**config.mk**
```make
export PLATFORM = sky130hd
export DESIGN_NAME = pipe_field
export DESIGN_NICKNAME = d
export VERILOG_FILES = /design/src/rtl/pipe_field.sv
export SDC_FILE = /design/constraint.sdc
export NUM_CORES = 1
export LEC_CHECK = 0
export BUFFER_PORTS_ARGS = -buffer_cell sky130_fd_sc_hd__buf_4
export CAP_MARGIN = 20
export CELL_PAD_IN_SITES_DETAIL_PLACEMENT = 0
export CELL_PAD_IN_SITES_GLOBAL_PLACEMENT = 2
export CORE_AREA = 10 10 183 185
export DETAILED_ROUTE_END_ITERATION = 6
export DIE_AREA = 0 0 193 195
export PLACE_DENSITY_LB_ADDON = 0.1
export SETUP_SLACK_MARGIN = 0.15
export SLEW_MARGIN = 15
export SYNTH_ARGS = -nofsm -noshare
export SYNTH_HDL_FRONTEND = slang
export SYNTH_SLANG_ARGS = --single-unit
```
**constraint.sdc**
```tcl
create_clock -name clk -period 5.6 [get_ports clk]
set_clock_uncertainty 0.15 [all_clocks]
set_input_delay 0.28 -clock clk [delete_from_list [all_inputs] [get_ports clk]]
set_output_delay 0.28 -clock clk [all_outputs]
set_load 0.005 [all_outputs]
```
**src/rtl/pipe_field.sv**
```systemverilog
// Scrolling pipe field for a flappy-style game: a 16x16 bitmap that shifts left
// (towards higher column indices) once per step, injecting two-column pipes with
// a three-row gap chosen by an 8-bit LFSR, followed by four empty columns.
// Optional feature macro: PIPE_FIELD_DIFFICULTY_EN shortens the step period as
// pipes accumulate (full, half, then quarter period after pipes 8 and 16).
module pipe_field #(
  parameter int unsigned STEP_CYCLES = 1000000,
  parameter logic [7:0]  LFSR_SEED   = 8'hA5
) (
  input  logic              clk,
  input  logic              reset,
  input  logic              start,
  input  logic              gameover,
  output logic [15:0][15:0] rA,
  output logic              step,
  output logic              running,
  output logic [7:0]        pipe_cnt
);

  localparam int unsigned CntW = $clog2(STEP_CYCLES);

  typedef enum logic [1:0] {StIdle, StRun, StHalt} state_e;

  state_e              state_q, state_d;
  logic [CntW-1:0]     div_q, div_d;
  logic [2:0]          phase_q, phase_d;
  logic [7:0]          lfsr_q, lfsr_d;
  logic [3:0]          gap_q, gap_d;
  logic [15:0][15:0]   field_q, field_d;
  logic                step_q, step_d;
  logic [7:0]          cnt_q, cnt_d;

  logic [CntW-1:0]     period_m1;
  logic                wrap;
  logic [3:0]          gap_now;
  logic [3:0]          gap_sel;
  logic [15:0]         newcol;

`ifdef PIPE_FIELD_DIFFICULTY_EN
  logic [1:0]          shamt;

  // Period divisor from the pipe count, capped at a shift of two.
  always_comb begin
    shamt = (cnt_q[7:4] != 4'd0) ? 2'd2 : {1'b0, cnt_q[3]};
    period_m1 = CntW'((STEP_CYCLES >> shamt) - 1);
  end
`else
  // Fixed step period.
  always_comb begin
    period_m1 = CntW'(STEP_CYCLES - 1);
  end
`endif

  // Column to inject on the next step; phase 0 uses the fresh gap, phase 1 the latched one.
  always_comb begin
    wrap    = (div_q == period_m1);
    gap_now = {1'b0, lfsr_q[2:0]} + 4'd2;
    gap_sel = (phase_q == 3'd0) ? gap_now : gap_q;
    newcol  = '0;
    if (phase_q <= 3'd1) begin
      for (int r = 0; r < 15; r++) begin
        newcol[r] = !((4'(r) == gap_sel) || (4'(r) == gap_sel + 4'd1) ||
                      (4'(r) == gap_sel + 4'd2));
      end
    end
  end

  // Game FSM plus divider, scroll, LFSR and pipe counter next-state.
  always_comb begin
    state_d = state_q;
    div_d   = div_q;
    phase_d = phase_q;
    lfsr_d  = lfsr_q;
    gap_d   = gap_q;
    field_d = field_q;
    cnt_d   = cnt_q;
    step_d  = 1'b0;
    unique case (state_q)
      StIdle, StHalt: begin
        if (start && (state_q == StIdle || !gameover)) begin
          state_d = StRun;
          div_d   = '0;
          phase_d = 3'd0;
          lfsr_d  = LFSR_SEED;
          gap_d   = 4'd0;
          field_d = '0;
          cnt_d   = 8'd0;
        end
      end
      StRun: begin
        // gameover wins over a due step: freeze everything.
        if (gameover) begin
          state_d = StHalt;
        end else if (wrap) begin
          div_d  = '0;
          step_d = 1'b1;
          for (int r = 0; r < 16; r++) begin
            field_d[r] = {field_q[r][14:0], newcol[r]};
          end
          phase_d = (phase_q == 3'd5) ? 3'd0 : phase_q + 3'd1;
          if (phase_q == 3'd0) begin
            gap_d  = gap_now;
            lfsr_d = {lfsr_q[6:0], lfsr_q[7] ^ lfsr_q[5] ^ lfsr_q[4] ^ lfsr_q[3]};
            if (cnt_q != 8'hFF) cnt_d = cnt_q + 8'd1;
          end
        end else begin
          div_d = div_q + CntW'(1);
        end
      end
      default: state_d = StIdle;
    endcase
  end

  // State registers with synchronous reset.
  always_ff @(posedge clk) begin
    if (reset) begin
      state_q <= StIdle;
      div_q   <= '0;
      phase_q <= 3'd0;
      lfsr_q  <= LFSR_SEED;
      gap_q   <= 4'd0;
      field_q <= '0;
      step_q  <= 1'b0;
      cnt_q   <= 8'd0;
    end else begin
      state_q <= state_d;
      div_q   <= div_d;
      phase_q <= phase_d;
      lfsr_q  <= lfsr_d;
      gap_q   <= gap_d;
      field_q <= field_d;
      step_q  <= step_d;
      cnt_q   <= cnt_d;
    end
  end

  assign rA       = field_q;
  assign step     = step_q;
  assign running  = (state_q == StRun);
  assign pipe_cnt = cnt_q;

endmodule
```
==> results.md <==
* CP Capture Type: register
* Maximum clock frequency at 245 MHz
* Cell area after placement at 12300 um^2
* Data arrival time of the critical path at 4.39 ns
* Portion of netlist area occupied by mux cells at 0.0153
* Synthesized area per cell at 11.1 um^2
* Max-cap viol count at 0
* Count of buffers inserted at the top-level ports at 253
* Worst r2r dst: rA[32]$_SDFFE_PP0P_
* Cell leakage power at 5.64 nW
* Die Area at 37600 um^2
* Number of top-level pins at 270
* Power per cell area at 327 nW/um^2
* Period utilisation layout at 0.730
* Clock tree buffer depth at 3
* Total congestion overflow at 0
* Number of stages on the worst hold path at 2
* Sequential share of power at 0.466
* Worst R2R Path Depth at 9
* Crit. path cell count at 9
* Syn. warnings at 0
* Top library cells by usage in the layout, fill and taps aside: sky130_fd_sc_hd__dfxtp_1 (286), sky130_fd_sc_hd__buf_4 (258), sky130_fd_sc_hd__a22o_1 (230)
* Overall die width at 193 um
* Utilization after layout at 0.448
* Post-synthesis cell count at 930
* Clock root buffer: sky130_fd_sc_hd__clkbuf_16
* Synth top area cells: sky130_fd_sc_hd__dfxtp_1 (56%), sky130_fd_sc_hd__a22o_1 (20%), sky130_fd_sc_hd__buf_6 (2.2%)
* Leading area contributor after synthesis: sky130_fd_sc_hd__dfxtp_1
* Worst setup slack before clock tree synthesis at 1.52 ns
* Fraction of power spent switching nets at 0.220
* Net total in the final layout at 1156
* Register-to-Register Setup Slack at 1.51 ns
* Starting utilization of the core area at 0.343
* Final setup TNS at 0 ns
* Cell-by-cell trace of the critical path: or3_1, a21oi_1, inv_1, ha_1, or2_2, a2111oi_0, nor2_1, o211ai_1, o21ai_1
* Max stage delay on crit path at 0.79 ns
* Synth Area in Simple Gates at 0.0890
* Most common cell after layout, fill and taps aside: sky130_fd_sc_hd__dfxtp_1
* CTS clock-pin slew for the worst setup and hold paths at 0.06 ns
* Net switching power at 0.000966 W
* Standard cell core area at 30000 um^2
* Complex-gate fraction of the synthesized area at 0.260
* Global-route wire length before repair at 46.1 mm
* Yosys reg bits at 286
* Worst Setup Slack, final at 1.51 ns
* Required time of the worst setup path at 5.90 ns
* Category of the worst setup path launch point: register
* All-Layer GR Usage at 0.148
* FF-to-FF Start: phase_q[2]$_SDFFE_PP0P_
* Avg WL per Cell at 19.2 um
* Sequential share of the synthesized area at 0.556
* Vias per cell at 5.18
* Clock power frac at 0.497
* Number of CTS-inserted buffers at 31
* Most frequently used flop master after synthesis: sky130_fd_sc_hd__dfxtp_1
* Share of flip-flops with an asynchronous set or reset after synthesis at 0
* Final setup violation count at 0
* Number of antenna violations at the first check in global routing at 0
* H-Tree Depth at 1
* Hold slack at 0.312 ns
* Worst IR Drop VDD at 0.206 mV
* Final estimated routing congestion in global placement at 0.853
* Vertical extent of the die at 195 um
* CP endpoint: rA[32]$_SDFFE_PP0P_
* Synth cell types at 63
* Buffer and inverter count on the worst path at 1
* First drt pass iteration count at 5
* Xor-xnor portion of the synthesized cell area at 0.0153
* Startpoint-to-endpoint class of the critical path: register to register
* Inserted Diodes at 0
* Antenna violation net count after detailed routing at 0
* Family with the most delay on the worst path: compound AO/OA/AOI/OAI gates
* Post-CTS Repair Setup Buffers at 0
* Number of enable-type register cells in the synthesized netlist at 0
* Worst setup path startpoint: phase_q[2]$_SDFFE_PP0P_
* Total internal power at 0.00342 W
* Clk sink count at 286
* Maximum fanout along the worst path at 23
* Layout cell share with drive strength beyond 1 at 0.284
* Overall routed net length at 30.0 mm
* DRC violation total after the first TritonRoute iteration at 454
* P&R area growth vs syn at 30.4%
* Number of global-route vias before repair at 7758
* Actual transition at the worst max-transition pin at 1.21 ns
* Result of the run: finished, final reports clean
* RSZ-0062 raised after global routing: no
* Post-layout min period at 4.09 ns
* DRC at 0
* Std-Cell Rows at 64
* Fin. Hold Viols at 0
* Cell with the largest stage delay on the worst path: sky130_fd_sc_hd__a21oi_1
* Placed wire-length estimate after detailed placement at 20.5 mm
* Largest family of logic cells by synthesized area: compound AO/OA/AOI/OAI gates
* Combinational share of power at 0.037
* Clk Latency, worst-skew pair at 0.56 ns
* Post-synthesis cell area at 10300 um^2
* Relative slew margins at 0.191
* Via count at 8113
* Finished Cell Area at 13400 um^2
* Clock tree from TritonCTS: built
* Area share of the largest cell type after synthesis at 0.556
* Largest net degree at the start of global routing at 242
* Post-Synth Adder-Cell Area at 0.00486
* Min-Delay Path Class: register to register
* Pins over their slew limit at 0
## routing by layer
layer  vias up  GRT usage  part of all wire
met5         -          0                 0
met4         0     0.0328             0.018
met3        43     0.0335             0.068
met2       203      0.229              0.45
met1      3935      0.204              0.46
li1       3932          -                 -
## sequential cells by signal (all words and copies together) (netlist names)
name / flops
pipe_cnt: 8
state_q: 2
step: 1
div_q: 20
gap_q: 4
lfsr_q: 8
phase_q: 3
rA: 240
## cells in the mapped netlist (12+ instances only)
| cell | n |
|---|---|
| sky130_fd_sc_hd__o21ai_0 | 16 |
| sky130_fd_sc_hd__a21oi_1 | 21 |
| sky130_fd_sc_hd__nor3_1 | 13 |
| sky130_fd_sc_hd__buf_6 | 20 |
| sky130_fd_sc_hd__inv_1 | 12 |
| sky130_fd_sc_hd__nor2_1 | 32 |
| sky130_fd_sc_hd__clkbuf_1 | 50 |
| sky130_fd_sc_hd__buf_4 | 16 |
| sky130_fd_sc_hd__nand2_1 | 50 |
| sky130_fd_sc_hd__dfxtp_1 | 286 |
| sky130_fd_sc_hd__xor2_1 | 14 |
| sky130_fd_sc_hd__a22o_1 | 230 |
## cell type report
type | instances | area, um^2
Clock buffer | 44 | 945
Clock inverter | 12 | 179
Fill cell | 2889 | 16600
Inverter | 12 | 45.0
Multi-Input combinational cell | 553 | 4030
Sequential cell | 286 | 5730
Tap cell | 396 | 495
Timing Repair Buffer | 264 | 2020
## stage by stage
stage | instances | total power [W]
after floorplan | 945 | 0.00225
after global routing | 1567 | 0.00456
after global placement | 1507 | 0.00225
after detailed placement | 1507 | 0.00225
after CTS | 1567 | 0.00446
final | 1567 | 0.00439
## worst min-delay path by stage
| stage | startpoint | slack [ns] | end |
|---|---|---|---|
| detailed placement | lfsr_q[6]$_SDFFE_PP0P_ | 0.31 | lfsr_q[7]$_SDFFE_PP1P_ |
| CTS | start | 0.30 | pipe_cnt[2]$_SDFFE_PP0P_ |
| finish | rA[224]$_SDFFE_PP0P_ | 0.31 | rA[224]$_SDFFE_PP0P_ |
| global route | rA[224]$_SDFFE_PP0P_ | 0.33 | rA[224]$_SDFFE_PP0P_ |
| global placement | lfsr_q[6]$_SDFFE_PP0P_ | 0.30 | lfsr_q[7]$_SDFFE_PP1P_ |
| floorplan | lfsr_q[6]$_SDFFE_PP0P_ | 0.29 | lfsr_q[7]$_SDFFE_PP1P_ |
## repair_timing
item	4_1_cts	5_1_grt
gates resized for setup	0	0
endpoints found under the setup margin	0	0
endpoints found under the hold margin	7	0
hold buffers	4	0
## logic make-up (layout without fill, tap and decap cells)
logic type	count (synthesis)	count (layout)
AOI/OAI and AO/OA	326	326
xor gates and xnor gates	18	18
adders and majority gates	4	4
DFF	286	286
other	1	16
buffers and inverters	106	332
and+or+nand+nor	174	174
muxes	15	15
## power by group through the flow
stage	clock network [W]	registers [W]	logic, W
2_1_floorplan	0	0.00209	0.000165
3_3_place_gp	0	0.00209	0.000165
3_5_place_dp	0	0.00209	0.000162
4_1_cts	0.00225	0.00204	0.000164
5_1_grt	0.00234	0.00204	0.000180
6_report	0.00218	0.00204	0.000162
## worst reg2reg max path, delay by kind of cell (launching register included)
family,cells,cell delay (ns)
fa+ha+maj,1,0.39
buf+inv,1,0.25
flops,1,0.34
compound gates,4,1.61
simple gates,3,1.23
No activity file was read; power rests on OpenSTA's default activity.
